## src/rtl/mandelbrot_shader.sv

```systemverilog
// Escape-time Mandelbrot colour source for the renderer pixel port; `MANDEL_GRAY_EN selects a grayscale palette.
// Latency n+3 cycles (LATCH, INIT, n+1 ITER, DONE); no backpressure, the renderer advances on pixel_done.
module mandelbrot_shader #(
    parameter int WIDTH    = 1280,
    parameter int HEIGHT   = 720,
    parameter int MAX_ITER = 64,
    parameter int FRAC     = 12,
    parameter int STEP     = 10,
    parameter int X_OFF    = 10240,
    parameter int Y_OFF    = 3600
) (
    input  logic                      clk_in,
    input  logic                      rst_in,
    input  logic [$clog2(WIDTH)-1:0]  curr_x,
    input  logic [$clog2(HEIGHT)-1:0] curr_y,
    output logic                      pixel_done,
    output logic [7:0]                red_out,
    output logic [7:0]                green_out,
    output logic [7:0]                blue_out,
    output logic [$clog2(WIDTH)-1:0]  out_x,
    output logic [$clog2(HEIGHT)-1:0] out_y
);
    localparam int XW = $clog2(WIDTH);
    localparam int YW = $clog2(HEIGHT);
    localparam logic [24:0] ESC_LIMIT = 25'(4 << FRAC);
    localparam logic [7:0]  ITER_CAP  = 8'(MAX_ITER);

    typedef enum logic [1:0] {S_LATCH, S_INIT, S_ITER, S_DONE} state_t;

    state_t             state_q, state_d;
    logic [XW-1:0]      x_q, x_d, ox_q, ox_d;
    logic [YW-1:0]      y_q, y_d, oy_q, oy_d;
    logic signed [23:0] cre_q, cre_d, cim_q, cim_d;
    logic signed [23:0] zr_q, zr_d, zi_q, zi_d;
    logic [7:0]         iter_q, iter_d;
    logic [7:0]         red_q, red_d, green_q, green_d, blue_q, blue_d;

    // Full 48-bit product, keep Q11.FRAC window; dropping low bits floors toward -inf.
    function automatic logic signed [23:0] mul_q(input logic signed [23:0] a,
                                                 input logic signed [23:0] b);
        logic signed [47:0] p;
        p = $signed({{24{a[23]}}, a}) * $signed({{24{b[23]}}, b});
        return p[FRAC+23:FRAC];
    endfunction

    logic signed [23:0] rr, ii, ri;
    logic [24:0]        mag;
    logic               escape, capped;
    logic [7:0]         n4;

    assign rr     = mul_q(zr_q, zr_q);
    assign ii     = mul_q(zi_q, zi_q);
    assign ri     = mul_q(zr_q, zi_q);
    assign mag    = {1'b0, rr} + {1'b0, ii};
    assign escape = mag > ESC_LIMIT;
    assign capped = iter_q == ITER_CAP;
    assign n4     = {iter_q[5:0], 2'b00};
`ifndef MANDEL_GRAY_EN
    logic [7:0] n2;
    assign n2 = {iter_q[6:0], 1'b0};
`endif

    always_comb begin
        state_d = state_q;
        x_d     = x_q;
        y_d     = y_q;
        cre_d   = cre_q;
        cim_d   = cim_q;
        zr_d    = zr_q;
        zi_d    = zi_q;
        iter_d  = iter_q;
        red_d   = red_q;
        green_d = green_q;
        blue_d  = blue_q;
        ox_d    = ox_q;
        oy_d    = oy_q;
        case (state_q)
            S_LATCH: begin
                x_d     = curr_x;
                y_d     = curr_y;
                state_d = S_INIT;
            end
            S_INIT: begin
                cre_d   = $signed(24'(x_q) * 24'(STEP) - 24'(X_OFF));
                cim_d   = $signed(24'(y_q) * 24'(STEP) - 24'(Y_OFF));
                zr_d    = '0;
                zi_d    = '0;
                iter_d  = '0;
                state_d = S_ITER;
            end
            S_ITER: begin
                if (capped || escape) begin
                    state_d = S_DONE;
                    ox_d    = x_q;
                    oy_d    = y_q;
                    // Cap is tested first so an interior point that also escapes stays black.
                    if (capped) begin
                        red_d   = '0;
                        green_d = '0;
                        blue_d  = '0;
                    end else begin
`ifdef MANDEL_GRAY_EN
                        red_d   = n4;
                        green_d = n4;
                        blue_d  = n4;
`else
                        red_d   = n4;
                        green_d = n2;
                        blue_d  = ~n4;
`endif
                    end
                end else begin
                    zr_d   = rr - ii + cre_q;
                    zi_d   = (ri <<< 1) + cim_q;
                    iter_d = iter_q + 8'd1;
                end
            end
            S_DONE:  state_d = S_LATCH;
            default: state_d = S_LATCH;
        endcase
    end

    always_ff @(posedge clk_in) begin
        if (rst_in) begin
            state_q <= S_LATCH;
            x_q     <= '0;
            y_q     <= '0;
            cre_q   <= '0;
            cim_q   <= '0;
            zr_q    <= '0;
            zi_q    <= '0;
            iter_q  <= '0;
            red_q   <= '0;
            green_q <= '0;
            blue_q  <= '0;
            ox_q    <= '0;
            oy_q    <= '0;
        end else begin
            state_q <= state_d;
            x_q     <= x_d;
            y_q     <= y_d;
            cre_q   <= cre_d;
            cim_q   <= cim_d;
            zr_q    <= zr_d;
            zi_q    <= zi_d;
            iter_q  <= iter_d;
            red_q   <= red_d;
            green_q <= green_d;
            blue_q  <= blue_d;
            ox_q    <= ox_d;
            oy_q    <= oy_d;
        end
    end

    // Gated by reset so a job caught in DONE by reset never strobes.
    assign pixel_done = (state_q == S_DONE) && !rst_in;
    assign red_out    = red_q;
    assign green_out  = green_q;
    assign blue_out   = blue_q;
    assign out_x      = ox_q;
    assign out_y      = oy_q;
endmodule

```

## config.mk

```make
export PLATFORM = sky130hd
export DESIGN_NAME = mandelbrot_shader
export DESIGN_NICKNAME = d
export VERILOG_FILES = /design/src/rtl/mandelbrot_shader.sv
export SDC_FILE = /design/constraint.sdc
export NUM_CORES = 2
export LEC_CHECK = 0
export ABC_AREA = 1
export BUFFER_PORTS_ARGS = -buffer_cell sky130_fd_sc_hd__buf_2
export CORE_ASPECT_RATIO = 0.75
export CORE_MARGIN = 2
export CORE_UTILIZATION = 65
export CTS_CLUSTER_DIAMETER = 150
export DETAILED_ROUTE_END_ITERATION = 12
export PLACE_DENSITY_LB_ADDON = 0.1
export RECOVER_POWER = 50
export SETUP_SLACK_MARGIN = 0.4
export SYNTH_ARGS = -nofsm -noshare
export SYNTH_HDL_FRONTEND = slang
export SYNTH_SLANG_ARGS = --single-unit
```

## constraint.sdc

```tcl
create_clock -name clk_in -period 11 [get_ports clk_in]
set_clock_uncertainty 0.15 [all_clocks]
set_input_delay 0 -clock clk_in [delete_from_list [all_inputs] [get_ports clk_in]]
set_output_delay 0 -clock clk_in [all_outputs]
set_load 0.03 [all_outputs]
```

# --- Word level (Yosys, flattened, before mapping) ---
# Index checks and enable logic that the tools add are counted.
op_classes:
  div_mod_pow: 0
  muxes: 11
  n_eq_ne: 6
  n_mul: 5
  reduce_logical: 7
  n_shift: 0
  bitwise_logic: 1
  magnitude_cmp: 1
  add_sub_neg: 7
ops:
  columns: ["operator", "n"]
  rows:
  - ["$pmux W24 S2", 2]
  - ["$mul A24 B24 Y36", 2]
  - ["$add A24 B24 Y24", 2]
  - ["$mux W24", 2]
  - ["$mul A24 B24 Y35", 1]
  - ["$mux W8", 4]
  - ["$add A24 B24 Y25", 1]
  - ["$gt A25 B15 Y1 const B", 1]
  - ["$sub A24 B24 Y24", 1]
  - ["$pmux W8 S2", 1]
  - ["$sub A15 B14 Y16 const B", 1]
  - ["$sub A14 B12 Y15 const B", 1]
  - ["$mul A11 B3 Y14 const B", 1]
  - ["$mul A10 B3 Y13 const B", 1]
  - ["$add A8 B1 Y8 const B", 1]
  - ["$eq A8 B7 Y1 const B", 1]
  - ["$not A8 Y8", 1]
  - ["$pmux W2 S4", 1]
  - ["$eq A2 B2 Y1 const B", 2]
  - ["$ne A2 B2 Y1 const B", 2]
  - ["$reduce_and A2 Y1", 2]
  - ["$eq A2 B1 Y1 const B", 1]
  - ["$logic_not A2 Y1", 1]
  - ["$mux W2", 1]
  - ["4 further kinds", 4]
word_totals:
  elab_cells: 51
  n_memories: 0
  latch_bits: 0
  reg_bits: 172
  out_inout_bits: 46
  ramBits: 0
  rom_bits: 0

# --- Logic depth before layout (Yosys ltp) ---
depth:
  depth_word: 6
  ltp_mapped: 51

# --- Worst setup path after synthesis ---
# No wires, ideal clock.
synth_path:
  path_type: "reg-to-reg"
  from: "reg zi_q[11]"
  to: "reg zr_q[23]"
  stages_incl_launch_ff: 41
  period_less_slack_ns: 8.642
  slack_ns: 2.358
  setup_ns: 0.137
  required_time_ns: 10.713
  t_arrival_ns: 8.355
  cell_sequence: "dfxtp_1 > clkbuf_1 > buf_1 > nand2_1 > fa_1 > inv_1 > fa_1 > inv_1 > fa_1 > fa_1 > inv_1 > fa_1 > fa_1 > inv_1 > fa_1 > inv_1 > ha_1 > nand2_1 > [5 not listed] > nand3_1 > o211ai_1 > a21boi_0 > o21ai_0 > xor2_1 > fa_1 > ha_1 > nand2_1 > nor4_1 > nand4_1 > nand3_1 > nand2_1 > a21oi_1 > nor2_1 > inv_1 > nand3_1 > nand4_1 > a21oi_1"
synth_via:
  elab_chain_cells: 6
  word_cells_on_any_way: 10
  classes_between: "3 x add/sub; 1 x mul; 1 x order compare; 1 x eq/ne; 2 x mux; 2 x reduce/logical"
synth_lines:
  columns: ["item", "line_no", "text"]
  rows:
  - ["start, declared", "34", "logic signed [23:0] zr_q, zr_d, zi_q, zi_d;"]
  - ["start signal, assigned", "145", "zi_q <= zi_d;"]
  - ["$mul A24 B24 Y36 (*)", "42", "p = $signed({{24{a[23]}}, a}) * $signed({{24{b[23]}}, b});"]
  - ["$add A24 B24 Y25", "54", "assign mag = {1'b0, rr} + {1'b0, ii};"]
  - ["$gt A25 B15 Y1", "55", "assign escape = mag > ESC_LIMIT;"]
  - ["$logic_or A1 B1 Y1", "92", "if (capped || escape) begin"]
  - ["$ne A2 B2 Y1 (no line)", null, null]
  - ["$reduce_and A2 Y1 (no line)", null, null]
  - ["end signal, assigned", "144", "zr_q <= zr_d;"]
  - ["end, declared", "34", null]
# Mark *: on every way between the ends. The rest lies on a longest branch, timed or not. The select of a mux whose other input is x is not followed.
# A chain may end at the register's enable or synchronous reset.

# --- Worst setup path in the final report ---
layout_path:
  from: "reg zr_q[7]"
  to: "reg zr_q[8]"
layout_via:
  elab_chain_cells: 6
  word_cells_on_any_way: 10
  classes_between: "3 x add/sub; 1 x mul; 1 x order compare; 1 x eq/ne; 2 x mux; 2 x reduce/logical"
layout_lines:
  columns: ["item", "line_no"]
  rows:
  - ["$mul A24 B24 Y36 (*)", "42"]
  - ["$add A24 B24 Y25", "54"]
  - ["$gt A25 B15 Y1", "55"]
  - ["$logic_or A1 B1 Y1", "92"]
  - ["$ne A2 B2 Y1 (no line)", null]
  - ["$reduce_and A2 Y1 (no line)", null]
# Marks and branches as above.

==> results_dict.tcl <==
set metrics [dict create \
    status "finished, violations left" \
    violations "capacitance limit, slew limit" \
    setup_ws_ns 0.808 \
    port_buffers 65 \
    drive_above_1_share_pct 4.01 \
    async_flop_share_pct 0 \
    syn-cell-area_sq_mm 0.0560 \
    ys_seq_area_share_pct 5.07 \
    yosys_warnings 0 \
    placed_area_sq_mm 0.0574 \
    wirelength_mm 157 \
    slowest_delay_ns 0.87 \
    fp-row-count 93 \
    postCtsSetupBuffers 0 \
    grt_pass1_vias 45600 \
    ys_ff_latch 142 \
    antenna_cells 0 \
    hp-start "curr_x[9]" \
    finalSetupViolCount 0 \
    leakage_uw 0.0332 \
    synth_edf_count 0 \
    setup_tns_ns 0 \
    core-area_sq_mm 0.0856 \
    ant_nets 0 \
    relSlewSlack_pct -219 \
    reg2reg_slack_ns 0.81 \
    period_minus_slack_ns 10.19 \
    grt_max_degree 86 \
    die_x_microns 343 \
    grt_setup_unrepaired "false" \
    firstDrtPassIters 6 \
    overflow 0 \
    vias 43800 \
    hold_end "x_q[9]$_SDFFE_PP0N_" \
    wire_per_inst_microns 19.3 \
    synth_area_leaders "fa_1 44%, inv_1 15%, ha_1 11%, nand2_1 9.7%, dfxtp_1 5.1%" \
    yosysUniqueCellTypes 58 \
    insertion_delay_ns 0.45 \
    r2r-start "zr_q[7]$_SDFFE_PP0P_" \
    path_class "reg2reg" \
    netlist_top_cells_count "2221 x inv_1, 1455 x nand2_1, 1219 x fa_1" \
    r2r.worst_path.cells 39 \
    crit_arrival_ns 10.16 \
    worst_slew_pin_slew_ns 4.78 \
    cp_common_cell "nand2_1" \
    finalHoldViolations 0 \
    synthCells 7101 \
    syn_to_final_growth_pct 3.80 \
    start_kind "register" \
    fill_cells 7410 \
    viasPerCell 5.36 \
    dominantRegCellSynth "dfxtp_1" \
    dieArea_sq_mm 0.0886 \
    max_clock_freq_mhz 98.1 \
    cts_sinks 142 \
    max-cap-violations 1 \
    post-route-drc-count 0 \
    numCtsBuffers 17 \
    rr_endpoint "zr_q[8]$_SDFFE_PP0P_" \
    grt_pass1_wl_mm 254 \
    yosysTopAreaCell "fa_1" \
    pre_cts_ws_ns 0.887 \
    critPathMaxFanout 57 \
    powerDensity_mw_per_mm2 113 \
    crit_slowest_cell "dfxtp_2" \
    grtUsageTotal_pct 37.3 \
    final_nets 8769 \
    drtIter0Drc 3806 \
    io_pins 69 \
    yosysMostFrequentCell "inv_1" \
    antenna_found_initial 2 \
    avgSynthCellArea_sq_um 7.89 \
    cts_buffer_depth 2 \
    place_hpwl_mm 133 \
    drv_slew 86 \
    hold_depth 4 \
    gp_routability_congestion 0.994 \
    chipHeight_microns 258 \
    path_clk_slew_ns 0.07 \
    clockRootBuffer "clkbuf_16" \
    fin_area_sq_mm 0.0582 \
    cts_tree "yes" \
    synth.top_cell.area_share_pct 43.5 \
    hold_class "in2reg" \
    end_kind "register" \
    ir_worst_vdd_uv 226 \
    start_util_pct 65.4 \
    p_total_uw 6560 \
    required_ns 10.97 \
    min_period_over_period_pct 92.7 \
    h-tree-depth 4 \
]
==> cell families (layout without fill, tap and decap cells) <==
kind of cell	Yosys count	after routing	share of synthesized area (%)
buffers and inverters	2506	2441	17.1
and+or+nand+nor	2004	2004	14.6
other	1	3	0.00669
DFF	142	142	5.07
xor gates and xnor gates	231	231	3.61
adders and majority gates	1721	1721	54.8
AOI/OAI and AO/OA	496	496	4.91
==> report_power, final <==
group / total [uW] / switching [uW] / internal [uW] / leakage, uW
logic: 4920 / 3320 / 1600 / 0.0317
registers: 1030 / 378 / 649 / 0.00118
clock network: 609 / 299 / 310 / 0.000298
==> worst max-delay path: cells and delay by family, from the launching register on <==
family | cells | cell delay [ns]
AOI/OAI and AO/OA | 4 | 0.82
and+or+nand+nor | 19 | 2.86
xor gates and xnor gates | 1 | 0.38
buffers and inverters | 6 | 0.72
DFF | 1 | 0.87
adders and majority gates | 9 | 3.97
==> cell usage in the layout (no fill, tap or decap), types with 13 or more instances in the layout <==
cell and instances:
o21ai_0 130, o31ai_1 13, a31oi_1 15, xnor2_1 103, nand2_1 1454, nor3_1 17, nor2_1 260, xor2_1 125
o21bai_1 15, nand4_1 48, dlygate4sd3_1 21, nand3_1 134, inv_1 2221, buf_2 22, ha_1 502, clkbuf_1 45
dfxtp_1 107, fa_1 1219, or2_2 20, dfxtp_2 26, clkbuf_16 17, buf_4 85, a21oi_2 13, a21oi_1 261
nand2_2 33
==> routing by layer <==
metal | GRT usage, % | up-vias | part of all wire (%)
met5 | 0 | - | 0
met4 | 8.13 | 0 | 2.3
met3 | 9.62 | 227 | 12
met2 | 54.4 | 1891 | 42
met1 | 56.4 | 21600 | 44
li1 | - | 20100 | -
==> through the flow <==
step	cells	utilization [%]	hold slack, ns
2_1_floorplan	7103	-	-0.0151
3_3_place_gp	8125	67.0	0.0783
3_5_place_dp	8125	67.0	0.0804
4_1_cts	8178	67.9	0.149
5_1_grt	8178	67.9	0.184
6_report	8178	67.9	0.158
==> state kept, by name, summed over array words and instances, names as in the netlist <==
| name | cells |
|---|---|
| zr_q | 24 |
| zi_q | 23 |
| cre_q | 15 |
| cim_q | 14 |
| out_x | 11 |
| x_q | 11 |
| out_y | 10 |
| y_q | 10 |
| iter_q | 8 |
| blue_out | 7 |
| red_out | 5 |
| green_out | 2 |
| state_q | 2 |
==> worst max path at each step <==
stage / start / end / slack (ns) / cells past startpoint
floorplan: zi_q[11]$_SDFFE_PP0P_ / zr_q[23]$_SDFFE_PP0P_ / 2.36 / 40
global placement: zi_q[18]$_SDFFE_PP0P_ / state_q[1]$_SDFFE_PP0P_ / 0.91 / 39
detailed placement: zi_q[18]$_SDFFE_PP0P_ / zi_q[16]$_SDFFE_PP0P_ / 0.89 / 39
CTS: zi_q[11]$_SDFFE_PP0P_ / zr_q[23]$_SDFFE_PP0P_ / 0.85 / 39
global route: zi_q[8]$_SDFFE_PP0P_ / zr_q[23]$_SDFFE_PP0P_ / 0.23 / 39
finish: zr_q[7]$_SDFFE_PP0P_ / zr_q[8]$_SDFFE_PP0P_ / 0.81 / 39
==> final cells by class <==
| cell class | instances | area [sq um] | share of cell area [%] |
|---|---|---|---|
| Clock buffer | 17 | 425 | 0.731 |
| Clock inverter | 15 | 189 | 0.325 |
| Inverter | 2234 | 8390 | 14.4 |
| Multi-Input combinational cell | 4455 | 43700 | 75.1 |
| Sequential cell | 142 | 2910 | 5.00 |
| Tap cell | 1140 | 1430 | 2.45 |
| Timing Repair Buffer | 175 | 1170 | 2.01 |
==> what timing repair did <==
| action | 4_1_cts | 5_1_grt |
|---|---|---|
| gates resized for setup | 0 | 15 |
| hold buffers | 21 | 0 |
| endpoints found under the hold margin | 21 | 0 |
| endpoints found under the setup margin | 0 | 90 |
Note: power is estimated with default switching activity, not from simulation.
